==> src/rtl/audio_mixer.sv <==
// Sequential volume-weighted mixer: one channel per clock into a signed accumulator, then shift and saturate.
// Latency NUM_CH+1 edges from accepting sample_req to out_valid; requests while busy are dropped and flagged in overrun.
module audio_mixer #(
  parameter int NUM_CH = 4,
  parameter int IN_W   = 8,
  parameter int VOL_W  = 4,
  parameter int OUT_W  = 16
) (
  input  logic                    clk,
  input  logic                    reset,
  input  logic                    sample_req,
  input  logic [NUM_CH*IN_W-1:0]  ch_samples,
  input  logic [NUM_CH*VOL_W-1:0] ch_vol,
  input  logic [NUM_CH-1:0]       ch_enable,
  input  logic                    master_mute,
  output logic [OUT_W-1:0]        audio_output,
  output logic                    out_valid,
  output logic                    busy,
  output logic                    overrun
);

  localparam int ACC_W = IN_W + VOL_W + $clog2(NUM_CH) + 1;
  localparam int SH    = OUT_W - IN_W - VOL_W;
  localparam int SW    = ACC_W + SH;
  localparam int XW    = ((SW > OUT_W) ? SW : OUT_W) + 1;
  localparam int IDX_W = (NUM_CH > 1) ? $clog2(NUM_CH) : 1;
  localparam logic [IDX_W-1:0]     LAST = IDX_W'(NUM_CH - 1);
  localparam logic signed [XW-1:0] MAXV = {{(XW-OUT_W+1){1'b0}}, {(OUT_W-1){1'b1}}};
  localparam logic signed [XW-1:0] MINV = {{(XW-OUT_W+1){1'b1}}, {(OUT_W-1){1'b0}}};

  typedef enum logic [1:0] {IDLE, ACCUM, SCALE} state_t;
  state_t state, state_nxt;

  logic [NUM_CH*IN_W-1:0]  snap_samples;
  logic [NUM_CH*VOL_W-1:0] snap_vol;
  logic [NUM_CH-1:0]       snap_en;
  logic                    snap_mute;
  logic signed [ACC_W-1:0] acc;
  logic [IDX_W-1:0]        idx;

  logic [IN_W-1:0]         sel_sample;
  logic [VOL_W-1:0]        sel_vol;
  logic                    sel_en;
  logic signed [IN_W-1:0]  centered;
  logic signed [ACC_W-1:0] cen_x, vol_x, term;
  logic signed [XW-1:0]    ext, shifted;
  logic [OUT_W-1:0]        scaled;

  always_comb begin
    sel_sample = '0;
    sel_vol    = '0;
    sel_en     = 1'b0;
    for (int k = 0; k < NUM_CH; k++) begin
      if (idx == IDX_W'(k)) begin
        sel_sample = snap_samples[k*IN_W +: IN_W];
        sel_vol    = snap_vol[k*VOL_W +: VOL_W];
        sel_en     = snap_en[k];
      end
    end
  end

  // Offset-binary to two's complement is just an MSB flip.
  always_comb begin
    centered = {~sel_sample[IN_W-1], sel_sample[IN_W-2:0]};
    cen_x    = {{(ACC_W-IN_W){centered[IN_W-1]}}, centered};
    vol_x    = {{(ACC_W-VOL_W){1'b0}}, sel_vol};
    term     = cen_x * vol_x;
  end

  always_comb begin
    ext     = {{(XW-ACC_W){acc[ACC_W-1]}}, acc};
    shifted = ext <<< SH;
    if (shifted > MAXV)
      scaled = MAXV[OUT_W-1:0];
    else if (shifted < MINV)
      scaled = MINV[OUT_W-1:0];
    else
      scaled = shifted[OUT_W-1:0];
  end

  always_ff @(posedge clk or posedge reset) begin
    if (reset)
      state <= IDLE;
    else
      state <= state_nxt;
  end

  always_comb begin
    state_nxt = state;
    case (state)
      IDLE:    if (sample_req) state_nxt = ACCUM;
      ACCUM:   if (idx == LAST) state_nxt = SCALE;
      SCALE:   state_nxt = IDLE;
      default: state_nxt = IDLE;
    endcase
  end

  assign busy = (state != IDLE);

  always_ff @(posedge clk or posedge reset) begin
    if (reset) begin
      snap_samples <= '0;
      snap_vol     <= '0;
      snap_en      <= '0;
      snap_mute    <= 1'b0;
      acc          <= '0;
      idx          <= '0;
      audio_output <= '0;
      out_valid    <= 1'b0;
      overrun      <= 1'b0;
    end else begin
      out_valid <= 1'b0;
      if (sample_req && state != IDLE)
        overrun <= 1'b1;
      case (state)
        IDLE: begin
          if (sample_req) begin
            snap_samples <= ch_samples;
            snap_vol     <= ch_vol;
            snap_en      <= ch_enable;
            snap_mute    <= master_mute;
            acc          <= '0;
            idx          <= '0;
          end
        end
        ACCUM: begin
          if (sel_en)
            acc <= acc + term;
          idx <= idx + IDX_W'(1);
        end
        SCALE: begin
          audio_output <= snap_mute ? '0 : scaled;
          out_valid    <= 1'b1;
        end
        default: ;
      endcase
    end
  end

endmodule

==> config.mk <==
export PLATFORM = sky130hd
export DESIGN_NAME = audio_mixer
export DESIGN_NICKNAME = d
export VERILOG_FILES = /design/src/rtl/audio_mixer.sv
export SDC_FILE = /design/constraint.sdc
export NUM_CORES = 1
export LEC_CHECK = 0
export BUFFER_PORTS_ARGS = -buffer_cell sky130_fd_sc_hd__buf_4
export CORE_MARGIN = 5
export CORE_UTILIZATION = 60
export CTS_BUF_LIST = sky130_fd_sc_hd__clkbuf_4
export CTS_CLUSTER_SIZE = 40
export DETAILED_ROUTE_END_ITERATION = 8
export PLACE_DENSITY = 0.86
export SLEW_MARGIN = 5
export SYNTH_ARGS = -nofsm -noshare
export SYNTH_HDL_FRONTEND = slang
export SYNTH_SLANG_ARGS = --single-unit
==> constraint.sdc <==
create_clock -name clk -period 6.9 [get_ports clk]
set_input_delay 1.38 -clock clk [delete_from_list [all_inputs] [get_ports clk]]
set_output_delay 1.38 -clock clk [all_outputs]
set_load 0.03 [all_outputs]
==> results of run 1 <==
## per-layer routing
layer  global-route usage [%]  up-vias  share of wire, %
met4                    4.658        0              0.92
met3                    4.275       13               5.5
met1                    30.83     2068                44
met5                        0        -                 0
li1                         -     1951                 -
met2                    38.07      122                50
## per-stage QoR
| step | util, % | instance area (um2) | setup WS [ns] |
|---|---|---|---|
| floorplan | - | 5660 | 1.883 |
| global placement | 67.92 | 6276 | 1.487 |
| detailed placement | 67.92 | 6276 | 1.150 |
| CTS | 69.52 | 6424 | 1.090 |
| global route | 69.52 | 6424 | 0.6600 |
| finish | 69.52 | 6424 | 1.023 |
## registers in the layout, indices dropped and copies added (netlist names), 2 cells and up
name,count
snap_vol,16
idx,2
audio_output,13
snap_en,4
state,2
snap_samples,32
acc,15
## area by class of cell
| type | instances | area, um2 | share of cell area (%) |
|---|---|---|---|
| multi-input combinational | 361 | 3088 | 48.07 |
| sequential | 87 | 2177 | 33.89 |
| timing repair buffer | 76 | 570.5 | 8.882 |
| inverter | 74 | 279.0 | 4.344 |
| tap | 129 | 161.4 | 2.513 |
| clock inverter | 7 | 80.08 | 1.247 |
| clock buffer | 9 | 67.56 | 1.052 |
## how the worst min path moves through the flow
stage | startpoint | end | slack (ns) | cells after the start
5_1_grt | audio_output[10] | audio_output[10] | 0.50 | 2
3_3_place_gp | overrun | overrun | 0.44 | 1
4_1_cts | overrun | overrun | 0.48 | 1
2_1_floorplan | state[1] | state[0] | 0.45 | 1
6_report | overrun | overrun | 0.47 | 1
3_5_place_dp | overrun | overrun | 0.45 | 1
## cell usage after synthesis (3+ instances only)
master	n
buf_2	7
nand2_1	34
inv_1	73
a221o_1	5
xnor2_1	4
or2_1	5
nor3_1	13
fa_1	32
nand2b_1	10
clkbuf_1	9
o21ai_1	5
a21o_1	8
a21oi_1	23
a22o_1	4
o2111a_1	4
mux2_2	50
o21ai_0	22
nand3_1	5
xor2_1	5
a221oi_1	12
dfrtp_1	87
nor2_1	32
ha_1	34
buf_4	3
nor2b_1	27
a32o_1	3
## cells in the final DEF (no fill, tap or decap), drive strengths merged, types with 26 or more instances in the layout
| master | count |
|---|---|
| buf | 76 |
| ha | 34 |
| a21oi | 26 |
| o21ai | 27 |
| nand2 | 34 |
| inv | 76 |
| nor2 | 33 |
| dfrtp | 87 |
| fa | 32 |
| nor2b | 27 |
| mux2 | 52 |
## kinds of logic (layout without fill, tap and decap cells)
logic type	after synthesis	count (layout)	share of synthesized area, %
adders and majority gates	66	66	18.83
and+or+nand+nor	137	137	11.94
AOI/OAI and AO/OA	96	96	11.87
buffers and inverters	96	166	6.985
DFF	87	87	38.46
xor gates and xnor gates	9	9	1.392
muxes	53	53	10.52
==> key figures, run 1 <==
Run status
  – Outcome: finished clean

Route
  – Via count: 4,154
  – DRT Pass-1 Iters: 4
  – Vias per cell: 5.591
  – DR DRC count: 0
  – Final ANT Viol Nets: 0
  – DRT Wirelength: approximately 12,000 um
  – Avg WL per Cell: 16.05 um
  – Initial detailed-routing violation count: 210

Logic synthesis
  – Yosys warns: 0
  – Syn Area/Cell: roughly 10 um2
  – Syn Inst Count: approximately 540
  – Synth top area share: 38.46%
  – Synth Cell Area: 5660 um2
  – Asr flop ratio synth: 100.0%
  – Cell taking the most area after synthesis: dfrtp_1
  – Largest cells by area after synthesis: dfrtp_1, fa_1, mux2_2
  – Synthesized net count: 666
  – Primary FF master, synth: dfrtp_1
  – Netlist cell types: 48
  – #FFs+latches synth: 87
  – Register area share after synthesis: 38.46%
  – Post-synth EDFFs: 0

STA
  – Final hold violations: 0
  – Worst-Margin Slew: 1.083 ns
  – Clk_skew: 0.02428 ns
  – Period Utilization, post-route: 85.18%
  – RSZ-0062 raised after global routing: no
  – Fin Setup TNS: 0 ns
  – Setup violators final: 0
  – Post-layout min period: about 6 ns
  – Hold WS: 0.4738 ns
  – Worst slew margin: roughly 28%
  – FMAX: 170.1 MHz
  – Final Slew Violations: 0

Critical path
  – WS Path Type: flop to flop
  – Crit path DAT: 6.23 ns
  – R2r endpoint: acc[14]
  – Max incr delay on CP: between 0.7 and 0.8 ns
  – R2R cell count: 19
  – CP startpoint kind: flop
  – Endpoint class of the critical path: flop
  – Largest delay contributor family on the critical path: adder cells
  – CP cell instances: inv_1, ha_1, nor2b_1, a221oi_1, nor3_1, a21oi_1, nand2b_1, fa_1, inv_1, fa_1, inv_1, fa_1, inv_1, ha_1, and3_1, a211o_1, a21oi_1, o21ai_0, a221o_1
  – Worst path most repeated cell: inv_1
  – Crit path capture: acc[14]
  – FF-to-FF Start: idx[1]
  – R2r setup slk: a little over 1 ns
  – Crit-path slowest cell: ha_1
  – Worst path depth: 19
  – Worst Path Max Fanout: 25
  – Worst path bufs/invs: 4
  – Worst Path Required: 7.25 ns
  – Crit. Startpoint: idx[1]

Clock network
  – CTS max path bufs: 2
  – Skew-Pair Late Insertion Delay: 0.45 ns
  – Hold buffers post-CTS: 0
  – H-tree Lvls: 3
  – Cts bufs inserted: 9
  – Post-CTS setup buffer count: 0
  – CTS tree: done
  – Root Buffer: clkbuf_4
  – Sink Count: 87
  – Post-CTS Resized: 0
  – Worst-path clk slew: about 0.15 ns

Finish
  – Fraction of layout instances using a drive strength above 1: 24.43%
  – Area delta synth->final: 13.48%
  – Fillers: 661
  – Antenna diodes: 0
  – Final cell count without fillers: 743
  – Nets: 731

Placed design
  – IO buf count: between 70 and 80
  – Inst Count DP: between 700 and 800
  – GPL Wtd Cong: 0.8670
  – Final HPWL DP: 9122 um

Floorplan
  – Cell row count: 35
  – Initial Util: roughly three fifths
  – I/O pin cnt: 75
  – Die Ht: 107.1 um
  – Std-Cell Core Area: 9240 um2
  – Total Die Area: 11,480 um2
  – Chip width: approximately 110 um

Global routing
  – Largest net degree at the start of global routing: 88
  – Global route overflow: 0
  – Vias in the first global route: 4,381
  – Global Route Usage Sum: 22.66%
  – First-pass GRT wire length: 20,800 um
  – Initial antenna violation count: 0

Job
  – Max_cap viols: 0

Worst hold path
  – HP Class: flop to flop
Power of run 1 is not shown: default switching activity piles up to over one toggle a cycle in this logic, so the estimate is an artifact.
==> inputs of run 2 (changes only) <==
Settings changed: CORE_ASPECT_RATIO set to 2.
==> run 2 against run 1 <==
Effect of this change: die area increased by 1.0%; worst hold slack worse by 0.0026 ns; wire length increased by 9.2%; non-clock buffer count unchanged; worst setup slack gained 0.073 ns; critical path depth unchanged; final cell count decreased by 3.4%; via count rose by 1.7%; critical endpoint is now acc[13]; largest cell class unchanged; highest routed layer unchanged.
==> key figures, run 2 (synthesis results as in run 1) <==
Run status
  – Outcome: finished clean (unchanged)

Placed design
  – GPL Wtd Cong: 0.9462 (was 0.8670)
  – IO buf count: 74 (unchanged)
  – Final HPWL DP: 10,290 um (was 9122 um)

Floorplan
  – Total Die Area: 11,590 um2 (was 11,480 um2)
  – I/O pin cnt: 75 (unchanged)
  – Std-Cell Core Area: 9321 um2 (was 9240 um2)
  – Initial Util: 60.72% (was 61.26%)
  – Chip width: 78.68 um (was 107.1 um)
  – Cell row count: 50 (was 35)
  – Die Ht: 147.4 um (was 107.1 um)

Worst hold path
  – WHS Path Cells: 1 (unchanged)
  – Hold Path End: overrun (unchanged)
  – Hold_sp: overrun (unchanged)
  – HP Class: flop to flop (unchanged)

Critical path
  – R2r setup slk: 1.10 ns (was 1.02 ns)
  – R2r endpoint: acc[13] (was acc[14])
  – R2R cell count: 19 (unchanged)
  – WS Path Type: flop to flop (unchanged)
  – Worst Path Required: 7.26 ns (was 7.25 ns)
  – Worst Path Max Fanout: 25 (unchanged)
  – CP startpoint kind: flop (unchanged)
  – FF-to-FF Start: idx[1] (unchanged)
  – Endpoint class of the critical path: flop (unchanged)
  – Crit path DAT: 6.16 ns (was 6.23 ns)

Clock network
  – Post-CTS setup buffer count: 0 (unchanged)
  – Hold buffers post-CTS: 0 (unchanged)
  – Skew-Pair Late Insertion Delay: 0.46 ns (was 0.45 ns)
  – Sink Count: 87 (unchanged)
  – H-tree Lvls: 3 (unchanged)
  – CTS max path bufs: 2 (unchanged)
  – Root Buffer: clkbuf_4 (unchanged)
  – CTS tree: done (unchanged)
  – Cts bufs inserted: 9 (unchanged)
  – Worst-path clk slew: 0.14 ns (was 0.15 ns)
  – Post-CTS Resized: 0 (unchanged)

STA
  – Final Slew Violations: 0 (unchanged)
  – Post-layout min period: 5.804 ns (was 5.877 ns)
  – RSZ-0062 raised after global routing: no (unchanged)
  – Setup violators final: 0 (unchanged)
  – FMAX: 172.3 MHz (was 170.1 MHz)
  – Fin Setup TNS: 0 ns (unchanged)
  – Period Utilization, post-route: 84.12% (was 85.18%)
  – Clk_skew: 0.01659 ns (was 0.02428 ns)
  – Worst-Margin Slew: 1.062 ns (was 1.083 ns)
  – Final hold violations: 0 (unchanged)
  – Worst slew margin: 29.18% (was 27.80%)

Route
  – Via count: 4,226 (was 4,154)
  – Avg WL per Cell: 18.13 um (was 16.05 um)
  – Final ANT Viol Nets: 0 (unchanged)
  – Vias per cell: 5.886 (was 5.591)
  – Initial detailed-routing violation count: 206 (was 210)
  – DRT Pass-1 Iters: 5 (was 4)
  – DR DRC count: 0 (unchanged)
  – DRT Wirelength: 13,020 um (was 11,920 um)

Global routing
  – Initial antenna violation count: 1 (was 0)
  – Global route overflow: 0 (unchanged)
  – Largest net degree at the start of global routing: 88 (unchanged)
  – Vias in the first global route: 4,674 (was 4,381)
  – First-pass GRT wire length: 21,330 um (was 20,800 um)
  – Global Route Usage Sum: 23.81% (was 22.66%)

Finish
  – Max reg flops: 32 (unchanged)
  – Fraction of layout instances using a drive strength above 1: 24.14% (was 24.43%)
  – Area delta synth->final: 13.51% (was 13.48%)
  – Nets: 731 (unchanged)
  – Most frequent cells in the layout: dfrtp_1, buf_4, inv_1 (unchanged)
  – Commonest non-fill, non-tap cell in the layout: dfrtp_1 (unchanged)
  – Biggest regs: snap_samples: 32 flops, snap_vol: 16 flops, acc: 15 flops (unchanged)
  – Largest Register: snap_samples (unchanged)

Job
  – Max_cap viols: 0 (unchanged)
[run 2: metrics by stage]
step,utilization [%],std cells,setup slack [ns],hold WS (ns),area (um2)
2_1_floorplan,-,544,1.883,0.4478,5660
3_3_place_gp,66.99,702,1.451,0.4395,6245
3_5_place_dp,66.99,702,1.209,0.4452,6245
4_1_cts,68.90,717,1.174,0.4742,6422
5_1_grt,68.93,718,0.6579,0.4896,6425
6_report,68.93,718,1.096,0.4711,6425
[run 2: how the worst max path moves through the flow]
stage / end / startpoint / slack [ns]
2_1_floorplan: acc[14] / idx[0] / 1.88
3_3_place_gp: acc[14] / idx[1] / 1.45
3_5_place_dp: acc[14] / idx[1] / 1.21
4_1_cts: acc[13] / idx[1] / 1.17
5_1_grt: acc[13] / idx[1] / 0.66
6_report: acc[13] / idx[1] / 1.10
[run 2: worst max-delay path: stages, from the launching register on]
cell      delay (ns)
dfrtp_1         0.44
inv_1           0.10
ha_1            0.72
nor2b_1         0.11
a221oi_1        0.31
nor3_1          0.07
a21oi_1         0.52
nand2b_1        0.41
fa_1            0.49
inv_1           0.08
fa_1            0.40
inv_1           0.09
fa_1            0.38
inv_1           0.06
ha_1            0.27
a21oi_1         0.29
o21ai_0         0.21
a31oi_1         0.31
o21ai_0         0.14
a221o_1         0.31
[run 2: cell type report]
cell class                      instances  area, um2
Multi-Input combinational cell        361       3088
Fill cell                             683       2897
Sequential cell                        87       2177
Timing Repair Buffer                   76      570.5
Inverter                               74      279.0
Tap cell                              104      130.1
Clock inverter                          6      110.1
Clock buffer                            9      67.56
Antenna cell                            1      2.502
[run 2: metal layers]
layer	GRT usage [%]	wire, um	up-vias	part of all wire (%)
li1	-	-	1946	-
met3	4.601	571	68	4.4
met5	0	0	-	0
met2	43.65	7230	146	56
met4	16.73	871	0	6.7
met1	23.01	4343	2066	33
Power of run 2 is left out for the same reason.
==> inputs of run 3 (changes only) <==
Settings changed: ABC_AREA set to 1, CORE_UTILIZATION 60 to 55, PLACE_DENSITY 0.86 to 0.82.
Clock period 6.9 ns to 5 ns, I/O delays scaled along.
==> run 3 against run 2 <==
Effect of this change: non-clock buffer count rose by 12; first-iteration DRC count grew 50%; core utilization decreased by 4.8 points; clock-buffer cell count unchanged; critical path depth unchanged; fmax up 23%; cell area rose by 5.2%; area after synthesis increased by 4.5%; clock skew grew 0.0022 ns.
==> key figures, run 3 <==
Floorplan
  – Total Die Area: 13,060 um2 (was 11,590 um2)
  – I/O pin cnt: 75 (unchanged)
  – Std-Cell Core Area: 10,540 um2 (was 9321 um2)
  – Cell row count: 53 (was 50)
  – Chip width: 83.34 um (was 78.68 um)
  – Initial Util: 56.12% (was 60.72%)
  – Die Ht: 156.7 um (was 147.4 um)

Global routing
  – Global Route Usage Sum: 24.41% (was 23.81%)
  – Vias in the first global route: 5,271 (was 4,674)
  – First-pass GRT wire length: 24,750 um (was 21,330 um)
  – Global route overflow: 0 (unchanged)
  – Largest net degree at the start of global routing: 71 (was 88)
  – Initial antenna violation count: 1 (unchanged)

STA
  – RSZ-0062 raised after global routing: no (unchanged)
  – Worst-Margin Slew: 0.9467 ns (was 1.062 ns)
  – Hold WS: 0.4862 ns (was 0.4711 ns)
  – Final Slew Violations: 0 (unchanged)
  – Period Utilization, post-route: 94.27% (was 84.12%)
  – Worst slew margin: 36.79% (was 29.18%)
  – FMAX: 212.2 MHz (was 172.3 MHz)
  – Final hold violations: 0 (unchanged)
  – Post-layout min period: 4.714 ns (was 5.804 ns)
  – Fin Setup TNS: 0 ns (unchanged)
  – Setup violators final: 0 (unchanged)
  – Clk_skew: 0.01875 ns (was 0.01659 ns)

Finish
  – Biggest regs: snap_samples: 32 flops, snap_vol: 16 flops, acc: 15 flops (unchanged)
  – Commonest non-fill, non-tap cell in the layout: nand2_1 (was dfrtp_1)
  – Max reg flops: 32 (unchanged)
  – Most frequent cells in the layout: nand2_1, inv_1, buf_4 (was dfrtp_1, buf_4, inv_1)
  – Core Util, Final: 64.12% (was 68.93%)
  – Fillers: 923 (was 683)
  – Area delta synth->final: 14.25% (was 13.51%)
  – Fraction of layout instances using a drive strength above 1: 13.69% (was 24.14%)
  – Largest Register: snap_samples (unchanged)
  – Nets: 979 (was 731)

Route
  – DRT Pass-1 Iters: 4 (was 5)
  – DR DRC count: 0 (unchanged)
  – Final ANT Viol Nets: 0 (unchanged)
  – Initial detailed-routing violation count: 310 (was 206)
  – Avg WL per Cell: 14.99 um (was 18.13 um)
  – DRT Wirelength: 14,990 um (was 13,020 um)
  – Via count: 5,136 (was 4,226)
  – Vias per cell: 5.136 (was 5.886)

Logic synthesis
  – Post-synth EDFFs: 0 (unchanged)
  – Largest cells by area after synthesis: dfrtp_1, nand2_1, fa_1 (was dfrtp_1, fa_1, mux2_2)
  – Synth Cell Area: 5917 um2 (was 5660 um2)
  – Synth top area share: 36.79% (was 38.46%)
  – Netlist cell types: 27 (was 48)
  – Top cells by count, synth: nand2_1, inv_1, dfrtp_1 (was dfrtp_1, inv_1, mux2_2)
  – Primary FF master, synth: dfrtp_1 (unchanged)
  – Count leader, synth: nand2_1 (was dfrtp_1)
  – Syn Inst Count: 783 (was 544)
  – Register area share after synthesis: 36.79% (was 38.46%)
  – Cell taking the most area after synthesis: dfrtp_1 (unchanged)
  – Synthesized net count: 905 (was 666)
  – #FFs+latches synth: 87 (unchanged)
  – Asr flop ratio synth: 100.0% (unchanged)
  – Syn Area/Cell: 7.557 um2 (was 10.41 um2)
  – Yosys warns: 0 (unchanged)

Clock network
  – CTS tree: done (unchanged)
  – Hold buffers post-CTS: 0 (unchanged)
  – Root Buffer: clkbuf_4 (unchanged)
  – CTS max path bufs: 2 (unchanged)
  – Sink Count: 87 (unchanged)
  – Worst-path clk slew: 0.16 ns (was 0.14 ns)
  – Cts bufs inserted: 9 (unchanged)
  – Skew-Pair Late Insertion Delay: 0.47 ns (was 0.46 ns)
  – H-tree Lvls: 3 (unchanged)

Critical path
  – Crit-path slowest cell: fa_1 (was ha_1)
  – Worst Path Required: 5.36 ns (was 7.26 ns)
  – Worst Path Max Fanout: 14 (was 25)
  – Worst path most repeated cell: nand2_1 (was inv_1)
  – Endpoint class of the critical path: flop (unchanged)
  – WS Path Type: flop to flop (unchanged)
  – Crit path DAT: 5.08 ns (was 6.16 ns)
  – Max incr delay on CP: 0.57 ns (was 0.72 ns)
  – CP cell instances: ha_1, inv_1, buf_4, o21ai_0, nand2_1, inv_1, fa_1, ha_1, fa_1, inv_1, fa_1, inv_1, nand2_1, nand3_1, nand2_1, nand2_1, nand2_1, nand3_1, o21ai_1 (was inv_1, ha_1, nor2b_1, a221oi_1, nor3_1, a21oi_1, nand2b_1, fa_1, inv_1, fa_1, inv_1, fa_1, inv_1, ha_1, a21oi_1, o21ai_0, a31oi_1, o21ai_0, a221o_1)
  – CP startpoint kind: flop (unchanged)

Job
  – Max_cap viols: 0 (unchanged)

Placed design
  – Final HPWL DP: 12,280 um (was 10,290 um)
  – GPL Wtd Cong: 0.9373 (was 0.9462)
  – IO buf count: 74 (unchanged)

Run status
  – Outcome: finished clean (unchanged)

Worst hold path
  – HP Class: flop to flop (unchanged)
## run 3: changes by cell type after synthesis, sizes merged, moves of 7 or more
| cell | delta |
|---|---|
| a21o | -7 |
| a221oi | -12 |
| inv | +80 |
| mux2 | -52 |
| nand2 | +240 |
| nand2b | -10 |
| nand3 | +25 |
| nor2 | +7 |
| nor2b | -27 |
| nor3 | -13 |
| o21ai | +24 |
## run 3: layout make-up
type                    count  area [um2]  area share [%]
inverters                 154       579.3           8.569
clock buffers               9       67.56          0.9994
diodes                      1       2.502         0.03702
multi-input cells         517        3040           44.98
clock inverters             7       61.31          0.9069
flip-flops and latches     87        2177           32.20
well taps                 137       171.4           2.536
repair buffers             88       660.6           9.772
## run 3: kinds of logic (layout without fill, tap and decap cells)
kind of cell	Yosys count	after routing	share of synthesized area (%)
flops	87	87	36.79
buf+inv	179	258	11.99
fa+ha+maj	66	66	18.02
simple gates	350	350	23.41
other cells	0	1	0
xor+xnor	6	6	0.8883
compound gates	95	95	8.903
## run 3: critical path: cells and delay by family (launching register included)
kind                     cells  cell delay, ns
AO/OA/AOI/OAI                2            0.56
adder cells (fa/ha/maj)      5            2.28
buffers and inverters        5            0.60
flip-flops                   1            0.45
AND/OR/NAND/NOR              7            0.70
## run 3: repair_timing
item / CTS / global route
endpoints found under the hold margin: 0 / 0
buffers inserted: 0 / 1
gates resized for setup: 0 / 5
setup endpoints to repair: 0 / 8
## run 3: final timing paths
kind	slack, ns	depth (start not counted)	start	end
max in group asynchronous	3.34	3	reset	snap_vol[9]
min	0.49	1	overrun	overrun
max	0.29	19	idx[0]	acc[10]
min in group asynchronous	0.68	2	reset	overrun
max reg2reg	0.29	19	idx[0]	acc[10]
min reg2reg	0.49	1	overrun	overrun
## run 3: layer usage
layer  part of all wire (%)  track usage, %  vias up  wire length (um)
met5                      0               0        -                 0
met4                    8.1           18.55        0              1221
met3                    3.3           3.688       60               493
met2                     55           46.32      129              8311
met1                     33           23.05     2422              4959
li1                       -               -     2525                 -
## run 3: through the flow
step | instance area, um2 | std cells | setup WS, ns
after CTS | 6740 | 998 | 0.2100
after floorplan | 5917 | 783 | 0.8996
after global routing | 6760 | 1000 | 0.0005072
final | 6760 | 1000 | 0.2865
after detailed placement | 6611 | 982 | 0.2305
after global placement | 6611 | 982 | 0.3166
Power of run 3 is left out for the same reason.
